## src/rtl/mem_arbiter.sv

```systemverilog
// Two-port (instruction fetch / data) arbiter in front of a fixed-latency unified memory.
// Define ARB_ROUND_ROBIN_EN to use round-robin instead of fixed data priority on simultaneous requests.
module mem_arbiter #(
    parameter int LAT = 4
) (
    input  logic        clk,
    input  logic        rst,
    input  logic        i_req,
    input  logic [15:0] i_addr,
    output logic        i_done,
    output logic [15:0] i_rdata,
    input  logic        d_req,
    input  logic        d_wr,
    input  logic [15:0] d_addr,
    input  logic [15:0] d_wdata,
    output logic        d_done,
    output logic [15:0] d_rdata,
    output logic        mem_en,
    output logic        mem_wr,
    output logic [15:0] mem_addr,
    output logic [15:0] mem_wdata,
    input  logic [15:0] mem_rdata,
    output logic        busy
);

    // Handshake: a request is sampled only in IDLE; there is no backpressure. Once granted, the
    // transaction always finishes with a one-cycle x_done, and that done cycle is itself IDLE.
    typedef enum logic [1:0] {
        IDLE   = 2'd0,
        BUSY_I = 2'd1,
        BUSY_D = 2'd2
    } state_t;

    localparam logic [3:0] CNT_INIT = 4'(LAT - 1);

    state_t     state;
    logic [3:0] cnt;
    logic       grant_d;

`ifdef ARB_ROUND_ROBIN_EN
    logic last_d;  // 1 when the most recent grant went to the data side

    always_comb begin
        grant_d = d_req && (!i_req || !last_d);
    end
`else
    always_comb begin
        grant_d = d_req;
    end
`endif

    always_ff @(posedge clk or posedge rst) begin
        if (rst) begin
            state     <= IDLE;
            cnt       <= 4'd0;
            i_done    <= 1'b0;
            i_rdata   <= 16'd0;
            d_done    <= 1'b0;
            d_rdata   <= 16'd0;
            mem_en    <= 1'b0;
            mem_wr    <= 1'b0;
            mem_addr  <= 16'd0;
            mem_wdata <= 16'd0;
            busy      <= 1'b0;
`ifdef ARB_ROUND_ROBIN_EN
            last_d    <= 1'b0;
`endif
        end else begin
            mem_en <= 1'b0;
            i_done <= 1'b0;
            d_done <= 1'b0;
            case (state)
                IDLE: begin
                    if (i_req || d_req) begin
                        state     <= grant_d ? BUSY_D : BUSY_I;
                        cnt       <= CNT_INIT;
                        mem_en    <= 1'b1;
                        busy      <= 1'b1;
                        mem_addr  <= grant_d ? d_addr : i_addr;
                        mem_wr    <= grant_d && d_wr;
                        mem_wdata <= grant_d ? d_wdata : 16'd0;
`ifdef ARB_ROUND_ROBIN_EN
                        last_d    <= grant_d;
`endif
                    end
                end
                BUSY_I: begin
                    if (cnt == 4'd0) begin
                        state   <= IDLE;
                        busy    <= 1'b0;
                        i_done  <= 1'b1;
                        i_rdata <= mem_rdata;
                    end else begin
                        cnt <= cnt - 4'd1;
                    end
                end
                BUSY_D: begin
                    if (cnt == 4'd0) begin
                        state  <= IDLE;
                        busy   <= 1'b0;
                        d_done <= 1'b1;
                        // mem_wr still holds the qualifier of this access
                        if (!mem_wr) begin
                            d_rdata <= mem_rdata;
                        end
                    end else begin
                        cnt <= cnt - 4'd1;
                    end
                end
                default: begin
                    state <= IDLE;
                    busy  <= 1'b0;
                end
            endcase
        end
    end

endmodule

```

## config.mk

```make
export PLATFORM = sky130hd
export DESIGN_NAME = mem_arbiter
export DESIGN_NICKNAME = d
export VERILOG_FILES = /design/src/rtl/mem_arbiter.sv
export SDC_FILE = /design/constraint.sdc
export NUM_CORES = 1
export LEC_CHECK = 0
export ABC_AREA = 1
export CORE_ASPECT_RATIO = 1.5
export CORE_UTILIZATION = 43
export DETAILED_ROUTE_END_ITERATION = 10
export PLACE_DENSITY = 0.89
export SYNTH_ARGS = -nofsm -noshare
export SYNTH_HDL_FRONTEND = slang
export SYNTH_SLANG_ARGS = --single-unit
```

## constraint.sdc

```tcl
create_clock -name clk -period 2.79 [get_ports clk]
set_clock_uncertainty 0.2 [all_clocks]
set_input_delay 0.558 -clock clk [delete_from_list [all_inputs] [get_ports clk]]
set_output_delay 0.558 -clock clk [all_outputs]
set_load 0.03 [all_outputs]
```

==> results.cfg, run 1 <==
[sta]
period_minus_slack_ns = 2.170
worst_slew_pin_slew_ns = 0.4196
fin_crit_sh_pct = 77.79
relSlewSlack_pct = 72.00
tns_ns = 0
final_hold_viol_count = 0
setup_violations = 0
drv_slew = 0
max_freq_mhz = 460.8
rsz0062_at_grt = false

[setup_path]
worst_setup_path_end_kind = primary output
crit_required_ns = 2.03
rr_startpoint = state[0]
critPathTopFamily = buffers and inverters
path_max_fanout = 2
crit_chain = clkdlybuf4s50_1
r2r_end = mem_addr[12]
crit_buf_inv = 1
cp_num_cells = 1
reg2regPathDepth = 8
cp_slowest_stage_delay_ns = 0.70
cpMaxStageDelayCell = clkdlybuf4s50_1
crit_end = d_rdata[2]
start_kind = flop
reg2reg_slack_ns = 0.78
arrival_ns = 1.41
critical_path_class = flop to primary output
worstSetupStartpoint = d_rdata[2]

[grt]
grt_use_total_pct = 19.94
grt_pass1_vias = 2774
grt_pass1_wl_mm = 12.18
grt_overflow = 0
antenna_found_initial = 0
grt_max_degree = 76

[clock_network]
cts.sinks = 75
cts_setup_buffers = 0
cts_tree = built
numCtsBuffers = 9
clock_latency_ns = 0.34
cts.clk_slew.worst_paths_ns = 0.07
htree_levels = 3
ctsLongestPathBuffers = 2
cts-root-buf = clkbuf_8
cts_resized = 0
cts_hold_buf = 0

[synthesis]
synth_seq_area_share_pct = 57.32
synth_top_family_by_area = compound AO/OA/AOI/OAI gates
ys.flop_type = dfrtp_1
synth_compound_area_share_pct = 16.85
muxShareOfSynthArea_pct = 0
ys_ff_latch = 75
syn_inst = 346
synth_nets = 419
synth_simple_gate_area_share_pct = 14.67
synth_top_area_cell = dfrtp_1
async_flop_share_pct = 100.0
synthAdderAreaFrac_pct = 1.528
synth_xor_xnor_area_share_pct = 0
yosysTopAreaCellShare_pct = 57.32
synth_area_leaders = dfrtp_1 (57%), o21ai_0 (7.5%), inv_1 (5.4%), nand2_1 (5.4%), o21ai_2 (4.3%)
synth_common_cells = dfrtp_1 (75), o21ai_0 (49), inv_1 (47), nand2_1 (47), nor2_1 (35)
syn_area_per_cell_um2 = 9.464
synth_area_mm2 = 0.003274
synth-edff-count = 0
yosys.cell_count.top_type = dfrtp_1
yosysUniqueCellTypes = 22
ys_warn_count = 0

[power_and_ir_drop]
total_power_w = 0.006140
p_per_area_mw_per_mm2 = 1243
p_leak_nw = 2.258
ir_worst_vdd_uv = 725.1

[job]
drv_cap = 0

[detailed_routing]
viasPerCell = 4.758
wl_mm = 7.446
drc = 0
dr.first_iter.drc_count = 140
vias = 2788
drt-wirelength-per-cell_um = 12.71
dr.pass1.iters = 4
antenna_left = 0

[finish]
areaGrowthSynthToFinish_pct = 50.90
final_cells = 586
drive_gt1_share_pct = 9.671
n_fill_cell = 583
postLayoutCellArea_mm2 = 0.004941
seqCellArea_mm2 = 0.001877
diodes = 0
multi_input_area_mm2 = 0.001082
fin_nets = 554

[min_path]
hold_path.class = flop to flop
hold_depth = 2

[die]
dieHeight_um = 108.9
rows = 38
coreArea_mm2 = 0.007322
pin_count = 138
die_area_mm2 = 0.007975
die_width_um = 73.25
start_util_pct = 44.72

[placement]
port_buffers = 137
dpl_cell_area_mm2 = 0.004692
place_inst = 570
place.gp.congestion = 0.7347
hpwlAfterDp_mm = 5.417

[run_status]
status = finished clean
## routing by layer
layer | GRT usage, % | share of wire [%]
met1 | 21.78 | 40
met2 | 35.58 | 51
met3 | 6.747 | 6.8
met4 | 6.583 | 1.7
met5 | 0 | 0
## worst min path at each step
stage                 from          end
2_1_floorplan     state[1]     state[1]
3_3_place_gp    d_rdata[9]   d_rdata[9]
3_5_place_dp    d_rdata[1]   d_rdata[1]
4_1_cts         d_rdata[1]   d_rdata[1]
5_1_grt        d_rdata[11]  d_rdata[11]
6_report        d_rdata[1]   d_rdata[1]
## metrics by stage
stage	setup WS, ns	utilization [%]	hold WS [ns]
after floorplan	0.1220	-	0.2675
after global placement	0.6333	64.08	0.2625
after detailed placement	0.5649	64.08	0.2663
after CTS	0.6031	67.48	0.2858
after global routing	0.5535	67.48	0.3033
final	0.6198	67.48	0.2800
## worst min-delay path, stage by stage (launching register included)
cell     delay, ns
dfrtp_1       0.34
nand2_1       0.06
o21ai_2       0.05
## cell type report
| class | count | share of cell area, % |
|---|---|---|
| Inverter | 49 | 3.773 |
| Tap cell | 100 | 2.532 |
| Multi-Input combinational cell | 204 | 21.90 |
| Clock inverter | 7 | 2.532 |
| Clock buffer | 9 | 2.507 |
| Timing Repair Buffer | 142 | 28.77 |
| Sequential cell | 75 | 37.98 |
## power breakdown
group	leakage, nW	switching (W)	internal, W
Combinational	1.24	0.00189	0.00132
Clock	0.124	0.000401	0.000601
Sequential	0.892	0.000307	0.00162
Total	2.26	0.00260	0.00354
## cells in the final DEF, fill, tap and decap left out, drive strengths merged, types with 3 or more instances in the layout
master         count
buf                5
bufinv             3
clkbuf             9
clkdlybuf4s50    137
clkinv             3
dfrtp             75
ha                 4
inv               50
nand2             50
nand3             24
nor2              37
o21a              16
o21ai             71
## sequential cells by signal, summed over array words and instances (netlist names)
register / count
state: 2
mem_en: 1
d_rdata: 16
d_done: 1
mem_wr: 1
mem_wdata: 16
cnt: 4
i_done: 1
busy: 1
i_rdata: 16
mem_addr: 16
## cells by family after synthesis
kind of cell | after synthesis
AO/OA/AOI/OAI | 88
AND/OR/NAND/NOR | 112
flip-flops | 75
buffers and inverters | 67
adder cells (fa/ha/maj) | 4
Power figures use the tool's default switching activity.
==> run 2, diff against run 1 <==
==> constraint.sdc (replaced) <==
create_clock -name clk -period 2 [get_ports clk]
set_clock_uncertainty 0.2 [all_clocks]
set_input_delay 0.4 -clock clk [delete_from_list [all_inputs] [get_ports clk]]
set_output_delay 0.4 -clock clk [all_outputs]
set_load 0.03 [all_outputs]
==> results.cfg, run 2 (synthesis results as in run 1) <==
[run_status]
status = finished clean

[die]
rows = 38
start_util_pct = 44.72
die_width_um = 73.25
coreArea_mm2 = 0.007322
pin_count = 138
dieHeight_um = 108.9
die_area_mm2 = 0.007975

[detailed_routing]
viasPerCell = 4.761
dr.first_iter.drc_count = 112
drt-wirelength-per-cell_um = 13.74
drc = 0
dr.pass1.iters = 4
antenna_left = 0
wl_mm = 8.093
vias = 2804

[setup_path]
cpMaxStageDelayCell = clkdlybuf4s50_1
cp_slowest_stage_delay_ns = 0.68
worstSetupStartpoint = d_rdata[12]
crit_required_ns = 1.40
worst_setup_path_end_kind = primary output
r2r_end = mem_addr[9]
crit_chain = clkdlybuf4s50_1
cp_num_cells = 1
path_max_fanout = 2
crit_buf_inv = 1
start_kind = flop
critPathTopFamily = buffers and inverters
rr_startpoint = state[1]
critical_path_class = flop to primary output
reg2regPathDepth = 7
arrival_ns = 1.37
reg2reg_slack_ns = 0.13

[finish]
final_cell_mix = dfrtp_1 (75), clkdlybuf4s50_1 (74), o21ai_0 (49)
diodes = 0
postLayoutCellArea_mm2 = 0.004976
mostFrequentLayoutCell = dfrtp_1
drive_gt1_share_pct = 10.02
areaGrowthSynthToFinish_pct = 51.97
fin_nets = 557

[grt]
grt_pass1_wl_mm = 12.87
grt_max_degree = 76
grt_pass1_vias = 2823
antenna_found_initial = 0
grt_use_total_pct = 21.41
grt_overflow = 0

[clock_network]
cts.clk_slew.worst_paths_ns = 0.08
numCtsBuffers = 9
cts-root-buf = clkbuf_8
cts_hold_buf = 0
cts_tree = built
cts.sinks = 75
htree_levels = 3
clock_latency_ns = 0.35
ctsLongestPathBuffers = 2

[min_path]
hold_depth = 2
hold_path.class = flop to flop
hold_end = d_rdata[1]
hold_start = d_rdata[1]

[power_and_ir_drop]
ir_worst_vdd_uv = 928.5
p_leak_nw = 2.561
p_per_area_mw_per_mm2 = 1652

[sta]
final_hold_viol_count = 0
fin_crit_sh_pct = 98.57
tns_ns = 0
max_freq_mhz = 507.3
relSlewSlack_pct = 71.91
holdWs_ns = 0.2802
setup_violations = 0
rsz0062_at_grt = false
period_minus_slack_ns = 1.971
worst_slew_pin_slew_ns = 0.4209
drv_slew = 0

[placement]
hpwlAfterDp_mm = 5.824
dpl_cell_area_mm2 = 0.004743
port_buffers = 137
place.gp.congestion = 0.7373

[job]
drv_cap = 0
-- run 2: cell types whose count changed in the layout (fill, tap and decap cells not counted), moves of 2 or more --
cell             change
dlygate4sd2_1       +38
clkdlybuf4s50_1     -63
dlymetal6s2s_1      +25
clkinvlp_4           +2
buf_12               +2
-- run 2: timing repair --
| action | in CTS | in global routing |
|---|---|---|
| setup endpoints to repair | 38 | 25 |
| setup buffers | 0 | 0 |
| gates resized for setup | 38 | 25 |
-- run 2: area by class of cell --
class	instances	area (µm²)
clock buffer	10	127.6
multi-input combinational	204	1082
inverter	49	190.2
clock inverter	6	90.09
fill	600	2346
tap	100	125.1
timing repair buffer	145	1484
sequential	75	1877
-- run 2: power breakdown --
part	switching, W	leakage [nW]	internal, W
Sequential	0.000406	0.892	0.00226
Clock	0.000562	0.106	0.000705
Combinational	0.00269	1.56	0.00160
Total	0.00366	2.56	0.00456
-- run 2: per-layer routing --
metal | GRT usage (%) | wire, µm | share of wire [%] | vias to the layer above
met5 | 0 | 0 | 0 | -
met2 | 37.70 | 4339 | 54 | 105
li1 | - | - | - | 1382
met4 | 12.18 | 165 | 2.0 | 0
met1 | 23.42 | 3096 | 38 | 1305
met3 | 4.529 | 492 | 6.1 | 12
-- run 2: worst max path at each step --
| stage | endpoint | slack (ns) |
|---|---|---|
| final | d_rdata[12] | 0.03 |
| after global routing | i_rdata[12] | 0.0003 |
| after CTS | i_rdata[1] | 0.0007 |
| after detailed placement | mem_addr[5] | 0.05 |
| after global placement | mem_addr[5] | 0.11 |
| after floorplan | cnt[3] | 0.35 |
-- run 2: stage by stage --
| stage | worst slack [ns] | utilization [%] | cells | total power, W |
|---|---|---|---|---|
| floorplan | 0.3476 | - | 346 | 0.005364 |
| global placement | 0.1060 | 64.78 | 573 | 0.007161 |
| detailed placement | 0.05190 | 64.78 | 573 | 0.007327 |
| CTS | 0.0006867 | 67.11 | 589 | 0.008344 |
| global route | 0.0003004 | 67.96 | 589 | 0.008718 |
| finish | 0.02866 | 67.96 | 589 | 0.008222 |
-- run 2: worst min-delay path, cell delays in order (launching register included) --
cell	delay, ns
dfrtp_1	0.34
nand2_1	0.06
o21ai_2	0.05
